[src/rtl/mult_arbiter_if.sv]
// Request/result bundle between the particle cluster and the shared multiplier.
// The master side issues operations; the slave side is the arbiter.
interface mult_arbiter_if #(
  parameter int N_REQ = 4,
  parameter int WIDTH = 16
);
  logic [N_REQ-1:0]       req;
  logic [N_REQ*WIDTH-1:0] a_flat;
  logic [N_REQ*WIDTH-1:0] b_flat;
  logic [N_REQ-1:0]       grant;
  logic [WIDTH-1:0]       res;
  logic [N_REQ-1:0]       res_valid;
  logic [15:0]            op_count;

  modport master (
    output req, a_flat, b_flat,
    input  grant, res, res_valid, op_count
  );

  modport slave (
    input  req, a_flat, b_flat,
    output grant, res, res_valid, op_count
  );
endinterface

[src/rtl/mult_arbiter.sv]
// Round-robin shared signed multiplier: one accept per cycle, two-stage pipeline,
// result = (a*b) >>> SHIFT truncated to WIDTH and tagged one-hot to its requester.
module mult_arbiter #(
  parameter int N_REQ = 4,
  parameter int WIDTH = 16,
  parameter int SHIFT = 4
) (
  input logic           clk,
  input logic           reset,
  mult_arbiter_if.slave bus
);

  localparam int PTR_W = (N_REQ > 1) ? $clog2(N_REQ) : 1;
  typedef logic [PTR_W-1:0] idx_t;

  idx_t             ptr;
  idx_t             grant_idx;
  idx_t             ptr_next;
  logic             any_req;
  logic             accept;
  logic [N_REQ-1:0] grant_vec;

  logic [WIDTH-1:0] a_arr [N_REQ];
  logic [WIDTH-1:0] b_arr [N_REQ];

  logic                    s1_valid;
  logic [N_REQ-1:0]        s1_tag;
  logic signed [WIDTH-1:0] s1_a;
  logic signed [WIDTH-1:0] s1_b;

  logic signed [2*WIDTH-1:0] prod;
  logic signed [2*WIDTH-1:0] q;
  logic                      unused_q_hi;

  logic [WIDTH-1:0] res_q;
  logic [N_REQ-1:0] res_valid_q;
  logic [15:0]      op_count_q;

  for (genvar g = 0; g < N_REQ; g++) begin : g_unpack
    assign a_arr[g] = bus.a_flat[g*WIDTH +: WIDTH];
    assign b_arr[g] = bus.b_flat[g*WIDTH +: WIDTH];
  end

  // Scan from the highest offset down so the lowest offset from ptr wins.
  always_comb begin
    // NOTE: every combinational output is given a default first, so no path can infer a latch.
    any_req   = 1'b0;
    grant_idx = '0;
    for (int k = N_REQ - 1; k >= 0; k--) begin
      if (bus.req[idx_t'((int'(ptr) + k) % N_REQ)]) begin
        any_req   = 1'b1;
        grant_idx = idx_t'((int'(ptr) + k) % N_REQ);
      end
    end
  end

  assign accept   = any_req & ~reset;
  assign ptr_next = (grant_idx == idx_t'(N_REQ - 1)) ? '0 : grant_idx + idx_t'(1);

  always_comb begin
    grant_vec = '0;
    if (accept) grant_vec[grant_idx] = 1'b1;
  end

  assign bus.grant = grant_vec;

  always_ff @(posedge clk) begin
    // NOTE: all sequential state is written with non-blocking assignments only.
    if (reset) begin
      ptr         <= '0;
      s1_valid    <= 1'b0;
      s1_tag      <= '0;
      res_q       <= '0;
      res_valid_q <= '0;
      op_count_q  <= '0;
    end else begin
      if (accept) begin
        ptr        <= ptr_next;
        op_count_q <= op_count_q + 16'd1;
      end
      s1_valid    <= accept;
      s1_tag      <= grant_vec;
      res_valid_q <= s1_valid ? s1_tag : '0;
      if (s1_valid) res_q <= q[WIDTH-1:0];
    end
  end

  // NOTE: operand registers are left unreset; s1_valid alone decides whether they mean anything.
  always_ff @(posedge clk) begin
    if (accept) begin
      s1_a <= a_arr[grant_idx];
      s1_b <= b_arr[grant_idx];
    end
  end

  // Full-width signed product, floor-shifted, then wrapped to WIDTH bits.
  assign prod        = s1_a * s1_b;
  assign q           = prod >>> SHIFT;
  assign unused_q_hi = ^q[2*WIDTH-1:WIDTH];

  assign bus.res       = res_q;
  assign bus.res_valid = res_valid_q;
  assign bus.op_count  = op_count_q;

  a_grant_onehot : assert property (@(posedge clk) $onehot0(bus.grant));
  a_valid_onehot : assert property (@(posedge clk) $onehot0(bus.res_valid));

endmodule

[src/flat_wrapper.sv]
// flat-port wrapper written by rule: the top's interface ports become plain ports
module mult_arbiter_flat 
#(
  parameter int N_REQ = 4,
  parameter int WIDTH = 16,
  parameter int SHIFT = 4
)
  (clk, reset, bus_req, bus_a_flat, bus_b_flat, bus_grant, bus_res, bus_res_valid, bus_op_count);
  mult_arbiter_if #(.N_REQ(N_REQ), .WIDTH(WIDTH)) bus_i ();
  input logic clk;
  input logic reset;
  input wire logic [$bits(bus_i.req)-1:0] bus_req;
  input wire logic [$bits(bus_i.a_flat)-1:0] bus_a_flat;
  input wire logic [$bits(bus_i.b_flat)-1:0] bus_b_flat;
  output wire logic [$bits(bus_i.grant)-1:0] bus_grant;
  output wire logic [$bits(bus_i.res)-1:0] bus_res;
  output wire logic [$bits(bus_i.res_valid)-1:0] bus_res_valid;
  output wire logic [$bits(bus_i.op_count)-1:0] bus_op_count;
  assign bus_i.req = bus_req;
  assign bus_i.a_flat = bus_a_flat;
  assign bus_i.b_flat = bus_b_flat;
  assign bus_grant = bus_i.grant;
  assign bus_res = bus_i.res;
  assign bus_res_valid = bus_i.res_valid;
  assign bus_op_count = bus_i.op_count;
  mult_arbiter #(.N_REQ(N_REQ), .WIDTH(WIDTH), .SHIFT(SHIFT)) u_core (.clk(clk), .reset(reset), .bus(bus_i));
endmodule
[config.mk]
export PLATFORM = sky130hd
export DESIGN_NAME = mult_arbiter_flat
export DESIGN_NICKNAME = d
export VERILOG_FILES = /design/src/rtl/mult_arbiter_if.sv /design/src/rtl/mult_arbiter.sv /design/src/flat_wrapper.sv
export SDC_FILE = /design/constraint.sdc
export NUM_CORES = 1
export LEC_CHECK = 0
export ABC_AREA = 0
export BUFFER_PORTS_ARGS = -buffer_cell sky130_fd_sc_hd__buf_2
export CELL_PAD_IN_SITES_DETAIL_PLACEMENT = 0
export CELL_PAD_IN_SITES_GLOBAL_PLACEMENT = 2
export CORE_MARGIN = 4
export CORE_UTILIZATION = 37
export CTS_CLUSTER_SIZE = 40
export DETAILED_ROUTE_END_ITERATION = 8
export MAX_ROUTING_LAYER = met4
export PLACE_DENSITY = 0.92
export SLEW_MARGIN = 20
export SYNTH_ARGS = -nofsm -noshare
export SYNTH_HDL_FRONTEND = slang
export SYNTH_SLANG_ARGS = --single-unit
[constraint.sdc]
create_clock -name clk -period 9.45 [get_ports clk]
set_clock_uncertainty 0.2 [all_clocks]
set_input_delay 1.4175 -clock clk [delete_from_list [all_inputs] [get_ports clk]]
set_output_delay 1.4175 -clock clk [all_outputs]
set_load 0.005 [all_outputs]
---- Word level (Yosys, flattened, before mapping) ----
Cells that the tools add are included.
word-level totals
  register bits ........................... 75
  bits of input ports ..................... 134
  output and inout bits ................... 40
  word-level logic and storage cells ...... 54
cells by class
  add/subtract/negate cells ............... 5
  $mul .................................... 1
  magnitude comparators ................... 7
  equality and inequality tests ........... 1
  mux-type cells .......................... 26
  bitwise operators ....................... 4
  reduce and logical (&&, ||, !) cells .... 2
operators with widths
  kind                     count
  $bmux W16 S2             2
  $mux W16                 4
  $mul A16 B16 Y20         1
  $add A16 B1 Y16 const B  1
  $lt A2 B3 Y1 const B     5
  $mux W2                  5
  $mux W1                  9
  $bmux W1 S2              4
  $add A2 B1 Y2 const B    2
  $add A2 B2 Y2 const B    2
  $mux W4                  1
  $ge A3 B3 Y1 const B     1
  $not A2 Y3               1
  $demux W1 S2             1
  $eq A2 B2 Y1 const B     1
  $ge A2 B1 Y1 const B     1
  $not A1 Y1               2
  $reduce_or A2 Y1         1
  $and A1 B1 Y1            1
  $logic_and A1 B1 Y1      1

---- Logic depth before layout (Yosys ltp) ----
Gate-level depths: netlist of the first run.
  depth in word-level cells ............... 12
  mapped depth ............................ 22
  gate-level depth less buffers ........... 21

---- Worst setup path after synthesis of the first run ----
No wires, ideal clock.
  path type ............................... flip-flop to flip-flop
  start ................................... register u_core.s1_a[5]
  end ..................................... register u_core.res_q[15], in the netlist u_core.bus.res[15]
  setup time .............................. 0.086 ns
  arrival ................................. 5.603 ns
  data required time ...................... 9.164 ns
  setup slack ............................. 3.562 ns
  stages on the path, launching flop included .. 21
  buffers on the path ..................... 1
  clock period less this slack ............ 5.888 ns
  path through ............................ edfxtp_1 > clkbuf_1 > and2_1 > fa_1 > inv_1 > fa_1 > inv_1 > fa_1 > fa_1 > fa_1 > inv_1 > fa_1 > inv_1 > ha_1 > a21o_1 > a21oi_1 > o22ai_1 > o21a_1 > a311oi_1 > xnor2_1 > a211oi_1
on the way
  word-level cells in the longest chain between the ends .. 1
ends and longest elaborated chain
  item                      RTL line            source
  start: declaration        mult_arbiter.sv:28  logic signed [WIDTH-1:0] s1_a;
  start signal: assignment  mult_arbiter.sv:91  s1_a <= a_arr[grant_idx];
  $mul A16 B16 Y20          mult_arbiter.sv:97  assign prod = s1_a * s1_b;
  end signal: assignment    mult_arbiter.sv:84  if (s1_valid) res_q <= q[WIDTH-1:0];
  end: declaration          mult_arbiter.sv:35  logic [WIDTH-1:0] res_q;
Every way passes these cells.
A chain may end at the register's enable or synchronous reset.

---- Final worst setup path of the first run ----
  start ................................... register u_core.s1_a[3]
  end ..................................... register u_core.res_q[15], in the netlist u_core.bus.res[15]
Same word-level chain as after synthesis.

==> results.sh, run 1 <==
export IMPL_antenna_left=0
export IMPL_fillers=2516
export IMPL_grt_pass1_wl_mm=41.4
export IMPL_holdWs_ns=0.225
export IMPL_nNetsFinal=1616
export IMPL_core_area_sq_mm=0.0253
export IMPL_area_growth_pct=15.1
export IMPL_die_w_microns=169
export IMPL_start_util=0.379
export IMPL_r2r_cells=19
export IMPL_postSynthCellCount=1138
export IMPL_synth_ff_type="dfxtp_1"
export IMPL_max_freq_mhz=161
export IMPL_ctsHoldBuffers=0
export IMPL_grt_pass1_vias=8226
export IMPL_avgSynthCellArea_sq_um=8.44
export IMPL_r2r_start="u_core.s1_a[3]"
export IMPL_antenna_found_initial=0
export IMPL_crit_required_ns=9.51
export IMPL_grt_max_degree=66
export IMPL_place_gp_congestion=0.838
export IMPL_crit_type="reg -> reg"
export IMPL_setup_viol=0
export IMPL_ys_async_sr_fraction=0
export IMPL_hold_start="u_core.s1_tag[1]"
export IMPL_min_to="u_core.bus.res_valid[1]"
export IMPL_dp_hpwl_mm=20.5
export IMPL_postCtsSetupBuffers=0
export IMPL_multiInputGateArea_sq_mm=0.00681
export IMPL_crit_path_end_kind="flop"
export IMPL_syn_area_sq_mm=0.00960
export IMPL_cts_sinks=75
export IMPL_synth_area_leader_cell="fa_1"
export IMPL_drc=0
export IMPL_cts_clk_slew_worst_paths_ns=0.06
export IMPL_synth_edf_count=32
export IMPL_io_pins=174
export IMPL_grt_util_all_layers=0.186
export IMPL_ys_seq_area_frac=0.190
export IMPL_layout_commonest_cell="nand2_1"
export IMPL_drt_iter0_markers=407
export IMPL_synth_nets=1478
export IMPL_report_final_slew_viol_count=0
export IMPL_r2r_slack_ns=3.23
export IMPL_synth_distinct_cells=41
export IMPL_ys_ff_latch=75
export IMPL_crit_arrival_ns=6.28
export IMPL_ys_warn_count=0
export IMPL_vias=7740
export IMPL_synth_top_cell_area_share=0.284
export IMPL_hp_class="reg -> reg"
export IMPL_outcome="complete, no violations"
export IMPL_h_tree_depth=3
export IMPL_fin_crit_ns=6.22
export IMPL_die_h_microns=169
export IMPL_min_path_cells=1
export IMPL_rsz0062_at_grt="false"
export IMPL_post_route_period_util=0.658
export IMPL_hold_viol=0
export IMPL_cts_buffer_depth=2
export IMPL_clkLatencyLatePin_ns=0.35
export IMPL_die_area_sq_mm=0.0286
export IMPL_worstPathMaxFanout=16
export IMPL_cts_buffers_inserted=9
export IMPL_drive_above_1_share=0.158
export IMPL_setup_tns_ns=0
export IMPL_drv_cap=0
export IMPL_synth_area_leaders="fa_1 28%, nand2_1 10%, edfxtp_1 10%, ha_1 9.1%, dfxtp_1 9.0%"
export IMPL_r2r_end="u_core.bus.res[15]"
export IMPL_relSlewSlack=0.319
export IMPL_critPathLaunchType="flop"
export IMPL_final_cell_mix="257 x nand2_1, 206 x inv_1, 173 x buf_2, 136 x fa_1, 91 x and2_1"
export IMPL_postCtsResizedCells=0
export IMPL_cts_root_buf="clkbuf_16"
export IMPL_antennaDiodeCount=0
export IMPL_totalWireLength_mm=25.0
export IMPL_rows=58
export IMPL_regArea_sq_mm=0.00182
export IMPL_portBuffers=173
export IMPL_cts_tree="yes"
export IMPL_via_per_inst=4.80
export IMPL_tightest_slew_ns=1.01
export IMPL_wl_per_cell_microns=15.5
export IMPL_first_pass_iters=4
export IMPL_overflow=0
-- worst max-delay path, cell delays in order (launching register included) --
cell and delay (ns):
edfxtp_1 0.64, and2_1 0.29, fa_1 0.47, inv_1 0.06, fa_1 0.53, inv_1 0.06, fa_1 0.51, fa_1 0.52
fa_1 0.54, inv_1 0.08, fa_1 0.54, inv_1 0.04, ha_1 0.35, a21o_1 0.17, a21oi_1 0.21, o22ai_1 0.10
o21a_1 0.17, a311oi_1 0.31, xnor2_1 0.12, a211oi_1 0.21
-- logic make-up after synthesis --
logic type,count (synthesis),synth area share
AO/OA/AOI/OAI,95,0.0647
XOR/XNOR,50,0.0471
adder cells (fa/ha/maj),206,0.375
buffers and inverters,259,0.102
flip-flops,75,0.190
multiplexers,6,0.00626
AND/OR/NAND/NOR,447,0.215
-- worst max path at each step --
| stage | from | to | slack, ns | cells after the start |
|---|---|---|---|---|
| final | u_core.s1_a[3] | u_core.bus.res[15] | 3.23 | 19 |
| after global routing | u_core.s1_a[5] | u_core.bus.res[15] | 2.86 | 19 |
| after CTS | u_core.s1_a[5] | u_core.bus.res[15] | 3.21 | 19 |
| after detailed placement | u_core.s1_a[3] | u_core.bus.res[15] | 3.20 | 19 |
| after global placement | u_core.s1_a[5] | u_core.bus.res[15] | 3.27 | 19 |
| after floorplan | u_core.s1_a[5] | u_core.bus.res[15] | 3.56 | 20 |
-- synthesized netlist by cell type, types with 32 or more instances --
| cell | n |
|---|---|
| a31oi_1 | 34 |
| clkbuf_1 | 42 |
| ha_1 | 70 |
| nor2_1 | 34 |
| nand2_1 | 257 |
| inv_1 | 207 |
| and2_1 | 91 |
| edfxtp_1 | 32 |
| xnor2_1 | 34 |
| and3_1 | 37 |
| dfxtp_1 | 43 |
| fa_1 | 136 |
-- sequential cells by signal (all words and copies together) (netlist names) --
signal	flops
u_core.s1_tag	4
u_core.bus.res	16
u_core.s1_a	16
u_core.ptr	2
u_core.bus.op_count	16
u_core.s1_b	16
u_core.s1_valid	1
u_core.bus.res_valid	4
-- stage by stage --
stage	std cells	cell area [sq um]	utilization	setup slack [ns]
5_1_grt	1611	11000	0.436	2.86
4_1_cts	1610	11000	0.435	3.21
2_1_floorplan	1138	9600	-	3.56
3_5_place_dp	1594	10700	0.423	3.20
6_report	1611	11000	0.436	3.23
3_3_place_gp	1594	10700	0.423	3.27
-- metal layers --
| metal | global-route usage | up-vias | wire, microns |
|---|---|---|---|
| li1 | - | 3779 | - |
| met1 | 0.239 | 3722 | 11100 |
| met2 | 0.313 | 213 | 12100 |
| met3 | 0.0299 | 26 | 1400 |
| met4 | 0.0417 | 0 | 442 |
| met5 | - | - | 0 |
-- area by class of cell --
| type | instances | share of cell area |
|---|---|---|
| multi-input cells | 804 | 0.617 |
| flip-flops and latches | 75 | 0.165 |
| inverters | 208 | 0.0707 |
| clock buffers | 10 | 0.0227 |
| repair buffers | 178 | 0.0829 |
| well taps | 330 | 0.0374 |
| clock inverters | 6 | 0.00464 |
Power of run 1 is left out: the tool's default activity adds up to more than one toggle a clock period on the data nets, which glitch-free logic cannot reach.
==> run 2: changes to the inputs <==
- CORE_UTILIZATION: 37 -> 31
- PLACE_DENSITY: 0.92 -> 0.82
- clock period: 9.45 -> 5.36 ns (I/O delays scaled with it)
==> run 2 against run 1 <==
Compared with the run above: the run now ends with negative setup slack left; non-clock buffer count up 132; sequential cell count did not move; clock-buffer cell count unchanged; die area grew 18%; core utilization decreased by 2.7 points; global-route usage down 1.8 points; critical path depth up 1; design area is 13% higher; worst hold slack better by 0.00076 ns; sequential share of layout area down 1.9 points; worst setup slack worse by 3.5 ns; highest routed layer unchanged.
==> results.sh, run 2 (synthesized netlist as in run 1, its figures left out) <==
export IMPL_layout_commonest_cell="nand2_1"
export IMPL_hold_viol=0
export IMPL_totalWireLength_mm=27.1
export IMPL_critPathLaunchType="flop"
export IMPL_cts_buffer_depth=2
export IMPL_post_route_period_util=1.04
export IMPL_antennaDiodeCount=0
export IMPL_r2r_start="u_core.s1_b[6]"
export IMPL_setup_viol=8
export IMPL_start_util=0.314
export IMPL_dp_hpwl_mm=22.4
export IMPL_max_freq_mhz=179
export IMPL_tightest_slew_ns=0.834
export IMPL_crit_path_end_kind="flop"
export IMPL_drt_iter0_markers=371
export IMPL_io_pins=174
export IMPL_antenna_left=0
export IMPL_violations="negative setup slack"
export IMPL_antenna_found_initial=0
export IMPL_die_area_sq_mm=0.0338
export IMPL_placed_area_sq_mm=0.0117
export IMPL_crit_type="reg -> reg"
export IMPL_hp_class="reg -> reg"
export IMPL_grt_util_all_layers=0.168
export IMPL_nNetsFinal=1748
export IMPL_rows=64
export IMPL_drive_above_1_share=0.281
export IMPL_wl_per_cell_microns=15.0
export IMPL_cts_buffers_inserted=9
export IMPL_overflow=0
export IMPL_drc=0
export IMPL_die_w_microns=184
export IMPL_fillers=3153
export IMPL_cts_sinks=75
export IMPL_grt_max_degree=61
export IMPL_grt_pass1_vias=8802
export IMPL_area_growth_pct=30.4
export IMPL_outcome="finished, violations left"
export IMPL_first_pass_iters=4
export IMPL_grt_pass1_wl_mm=44.2
export IMPL_crit_arrival_ns=5.67
export IMPL_crit_required_ns=5.43
export IMPL_final_cell_mix="252 x nand2_1, 195 x inv_1, 173 x buf_2, 133 x fa_1, 126 x buf_4"
export IMPL_worst_slack_ns=-0.236
export IMPL_report_final_slew_viol_count=0
export IMPL_drv_cap=0
export IMPL_cts_clk_slew_worst_paths_ns=0.06
export IMPL_fin_crit_ns=5.60
export IMPL_portBuffers=173
export IMPL_core_area_sq_mm=0.0306
export IMPL_worstPathMaxFanout=7
export IMPL_place_gp_congestion=0.855
export IMPL_cts_tree="yes"
export IMPL_r2r_slack_ns=-0.24
export IMPL_h_tree_depth=3
export IMPL_via_per_inst=4.55
export IMPL_min_path_cells=1
export IMPL_rsz0062_at_grt="true"
export IMPL_r2r_cells=20
export IMPL_clkLatencyLatePin_ns=0.35
export IMPL_die_h_microns=184
export IMPL_min_to="u_core.bus.res_valid[2]"
export IMPL_relSlewSlack=0.443
export IMPL_r2r_end="u_core.bus.res[15]"
export IMPL_vias=8232
export IMPL_cts_root_buf="clkbuf_16"
export IMPL_design_area_sq_mm=0.0125
export IMPL_hold_start="u_core.s1_tag[2]"
[run 2: worst max-delay path by stage]
| stage | startpoint | to | slack [ns] | cells after the start |
|---|---|---|---|---|
| global route | u_core.s1_b[4] | u_core.bus.res[15] | -0.46 | 20 |
| CTS | u_core.s1_a[8] | u_core.bus.res[15] | -0.25 | 19 |
| detailed placement | u_core.s1_a[6] | u_core.bus.res[15] | -0.36 | 17 |
| floorplan | u_core.s1_a[7] | u_core.bus.res[15] | 0.0002 | 21 |
| global placement | u_core.s1_a[6] | u_core.bus.res[15] | -0.34 | 17 |
| finish | u_core.s1_b[6] | u_core.bus.res[15] | -0.24 | 20 |
[run 2: critical path, stage by stage, from the launching register on]
cell,delay (ns)
edfxtp_1,0.42
buf_4,0.19
and2_4,0.16
fa_1,0.56
inv_2,0.05
fa_1,0.56
inv_1,0.06
fa_1,0.47
fa_2,0.38
fa_1,0.52
inv_1,0.06
fa_1,0.51
inv_2,0.05
ha_4,0.21
a21o_1,0.18
a21oi_2,0.16
o22ai_1,0.10
o21a_1,0.20
a311oi_2,0.21
xnor2_1,0.10
a211oi_1,0.19
[run 2: per-stage QoR]
stage	TNS (ns)	hold slack, ns	instances	setup slack, ns	util
after floorplan	0	0.206	1138	0.000216	-
after global placement	-1.26	0.210	1768	-0.345	0.382
after detailed placement	-1.52	0.215	1768	-0.358	0.382
after CTS	-0.861	0.229	1800	-0.249	0.403
after global routing	-2.79	0.250	1809	-0.460	0.409
final	-0.841	0.225	1809	-0.236	0.409
[run 2: cell type report]
class,count,area (sq um),share of cell area
tap,396,495,0.0396
clock buffer,10,239,0.0191
multi-input combinational,804,7160,0.572
sequential,75,1820,0.146
timing repair buffer,310,1950,0.156
clock inverter,6,68.8,0.00550
inverter,208,781,0.0624
[run 2: timing repair]
action                     CTS  global route
hold endpoints to repair     0             0
setup endpoints to repair    8            10
hold buffers                 0             0
pin swaps                   37            23
cloned                       0             0
resized for setup           42            26
buffers inserted            21             9
[run 2: routing by layer]
metal	wire length, microns	global-route usage	vias up
li1	-	-	4030
met1	12400	0.222	3986
met2	13100	0.278	198
met3	1270	0.0259	18
met4	333	0.0325	0
met5	0	-	-
Power of run 2 is left out for the same reason.
==> run 3: changes to the inputs <==
- PLACE_DENSITY: 0.82 -> 0.83
==> run 3 against run 2 <==
Compared with the run above: the flow still finishes with violations (negative setup slack); worst hold slack worse by 0.0011 ns; wire length shrank 1.1%; first-iteration DRC count is 15% lower; sequential cell count unchanged; non-clock buffer count grew 3; clock-buffer cell count rose by 4.
==> results.sh, run 3 (synthesized netlist as in run 1, its figures left out) <==
export IMPL_drv_cap=0
export IMPL_fin_cells=1812
export IMPL_violations="negative setup slack"
export IMPL_rsz0062_at_grt="true"
export IMPL_h_tree_depth=3
export IMPL_hold_viol=0
export IMPL_cts_buffer_depth=2
export IMPL_antennaDiodeCount=0
export IMPL_rows=64
export IMPL_die_w_microns=184
export IMPL_dp_hpwl_mm=22.5
export IMPL_clkLatencyLatePin_ns=0.35
export IMPL_die_h_microns=184
export IMPL_totalWireLength_mm=26.8
export IMPL_post_route_period_util=1.05
export IMPL_io_pins=174
export IMPL_cts_buffers_inserted=9
export IMPL_die_area_sq_mm=0.0338
export IMPL_antenna_left=0
export IMPL_antenna_found_initial=0
export IMPL_grt_util_all_layers=0.169
export IMPL_max_freq_mhz=178
export IMPL_setup_viol=8
export IMPL_layout_commonest_cell="nand2_1"
export IMPL_utilization=0.410
export IMPL_dp_cells=1775
export IMPL_grt_pass1_wl_mm=44.1
export IMPL_worstPathMaxFanout=5
export IMPL_cts_root_buf="clkbuf_16"
export IMPL_first_pass_iters=5
export IMPL_via_per_inst=4.53
export IMPL_crit_required_ns=5.43
export IMPL_worst_slack_ns=-0.260
export IMPL_cts_clk_slew_worst_paths_ns=0.06
export IMPL_overflow=0
export IMPL_area_growth_pct=30.6
export IMPL_start_util=0.314
export IMPL_drt_iter0_markers=314
export IMPL_cts_sinks=75
export IMPL_core_area_sq_mm=0.0306
export IMPL_crit_path_end_kind="flop"
export IMPL_crit_arrival_ns=5.69
export IMPL_fillers=3143
export IMPL_ctsHoldBuffers=0
export IMPL_crit_type="reg -> reg"
export IMPL_portBuffers=173
export IMPL_tightest_slew_ns=0.828
export IMPL_relSlewSlack=0.443
export IMPL_vias=8203
export IMPL_fin_crit_ns=5.62
export IMPL_critPathLaunchType="flop"
export IMPL_grt_max_degree=54
export IMPL_drive_above_1_share=0.285
export IMPL_drc=0
export IMPL_nNetsFinal=1751
export IMPL_report_final_slew_viol_count=0
export IMPL_outcome="finished, violations left"
export IMPL_wl_per_cell_microns=14.8
export IMPL_place_gp_congestion=0.886
export IMPL_hp_class="reg -> reg"
export IMPL_final_cell_mix="251 x nand2_1, 191 x inv_1, 173 x buf_2, 133 x fa_1, 122 x buf_4"
export IMPL_grt_pass1_vias=8825
export IMPL_cts_tree="yes"
==> run 3: cell count changes in the layout (fill, tap and decap cells not counted), sizes merged <==
cell      before  now
clkbuf        10   14
inv          212  208
buf          310  313
clkinv         1    0
clkinvlp       0    1
==> run 3: cell type report <==
cell class | count | area (sq um) | share of cell area
multi-input cells | 804 | 7100 | 0.567
clock buffers | 14 | 298 | 0.0238
repair buffers | 313 | 2000 | 0.160
flip-flops and latches | 75 | 1820 | 0.145
clock inverters | 2 | 37.5 | 0.00299
well taps | 396 | 495 | 0.0395
inverters | 208 | 781 | 0.0623
==> run 3: metal layers <==
metal | wire [microns] | up-vias | track usage
met5 | 0 | - | -
met4 | 545 | 0 | 0.0453
met3 | 1250 | 28 | 0.0247
met2 | 12700 | 205 | 0.272
met1 | 12300 | 3931 | 0.224
li1 | - | 4039 | -
==> run 3: final timing paths <==
path,startpoint,end,slack [ns],cells past startpoint
worst max-delay path,u_core.s1_a[11],u_core.bus.res[15],-0.26,20
worst min-delay path,u_core.s1_tag[0],u_core.bus.res_valid[0],0.22,1
worst max register to register,u_core.s1_a[11],u_core.bus.res[15],-0.26,20
worst min register to register,u_core.s1_tag[0],u_core.bus.res_valid[0],0.22,1
==> run 3: worst max-delay path, stage by stage, from the launching register on <==
cell and delay, ns:
edfxtp_1 0.45, buf_4 0.20, and2_1 0.18, fa_1 0.50
inv_2 0.04, fa_1 0.49, inv_1 0.05, fa_1 0.51
fa_1 0.44, fa_1 0.51, inv_2 0.04, fa_1 0.51
inv_2 0.05, ha_4 0.21, a21o_1 0.18, a21oi_2 0.16
o22ai_1 0.11, o21a_1 0.20, a311oi_2 0.21, xnor2_1 0.10
a211oi_1 0.21
==> run 3: through the flow <==
step                hold WS (ns)  setup WS [ns]  area (sq um)  TNS [ns]
floorplan                  0.206       0.000216          9740         0
global placement           0.211         -0.386         11800     -1.91
detailed placement         0.213         -0.379         11800     -2.23
CTS                        0.227         -0.277         12300     -1.07
global route               0.238         -0.524         12500     -2.84
finish                     0.224         -0.260         12500     -1.23
==> run 3: timing repair <==
item | CTS | global route
setup buffers | 13 | 13
setup endpoints to repair | 8 | 11
pin swaps | 22 | 30
gates resized for setup | 41 | 35
Power of run 3 is left out for the same reason.
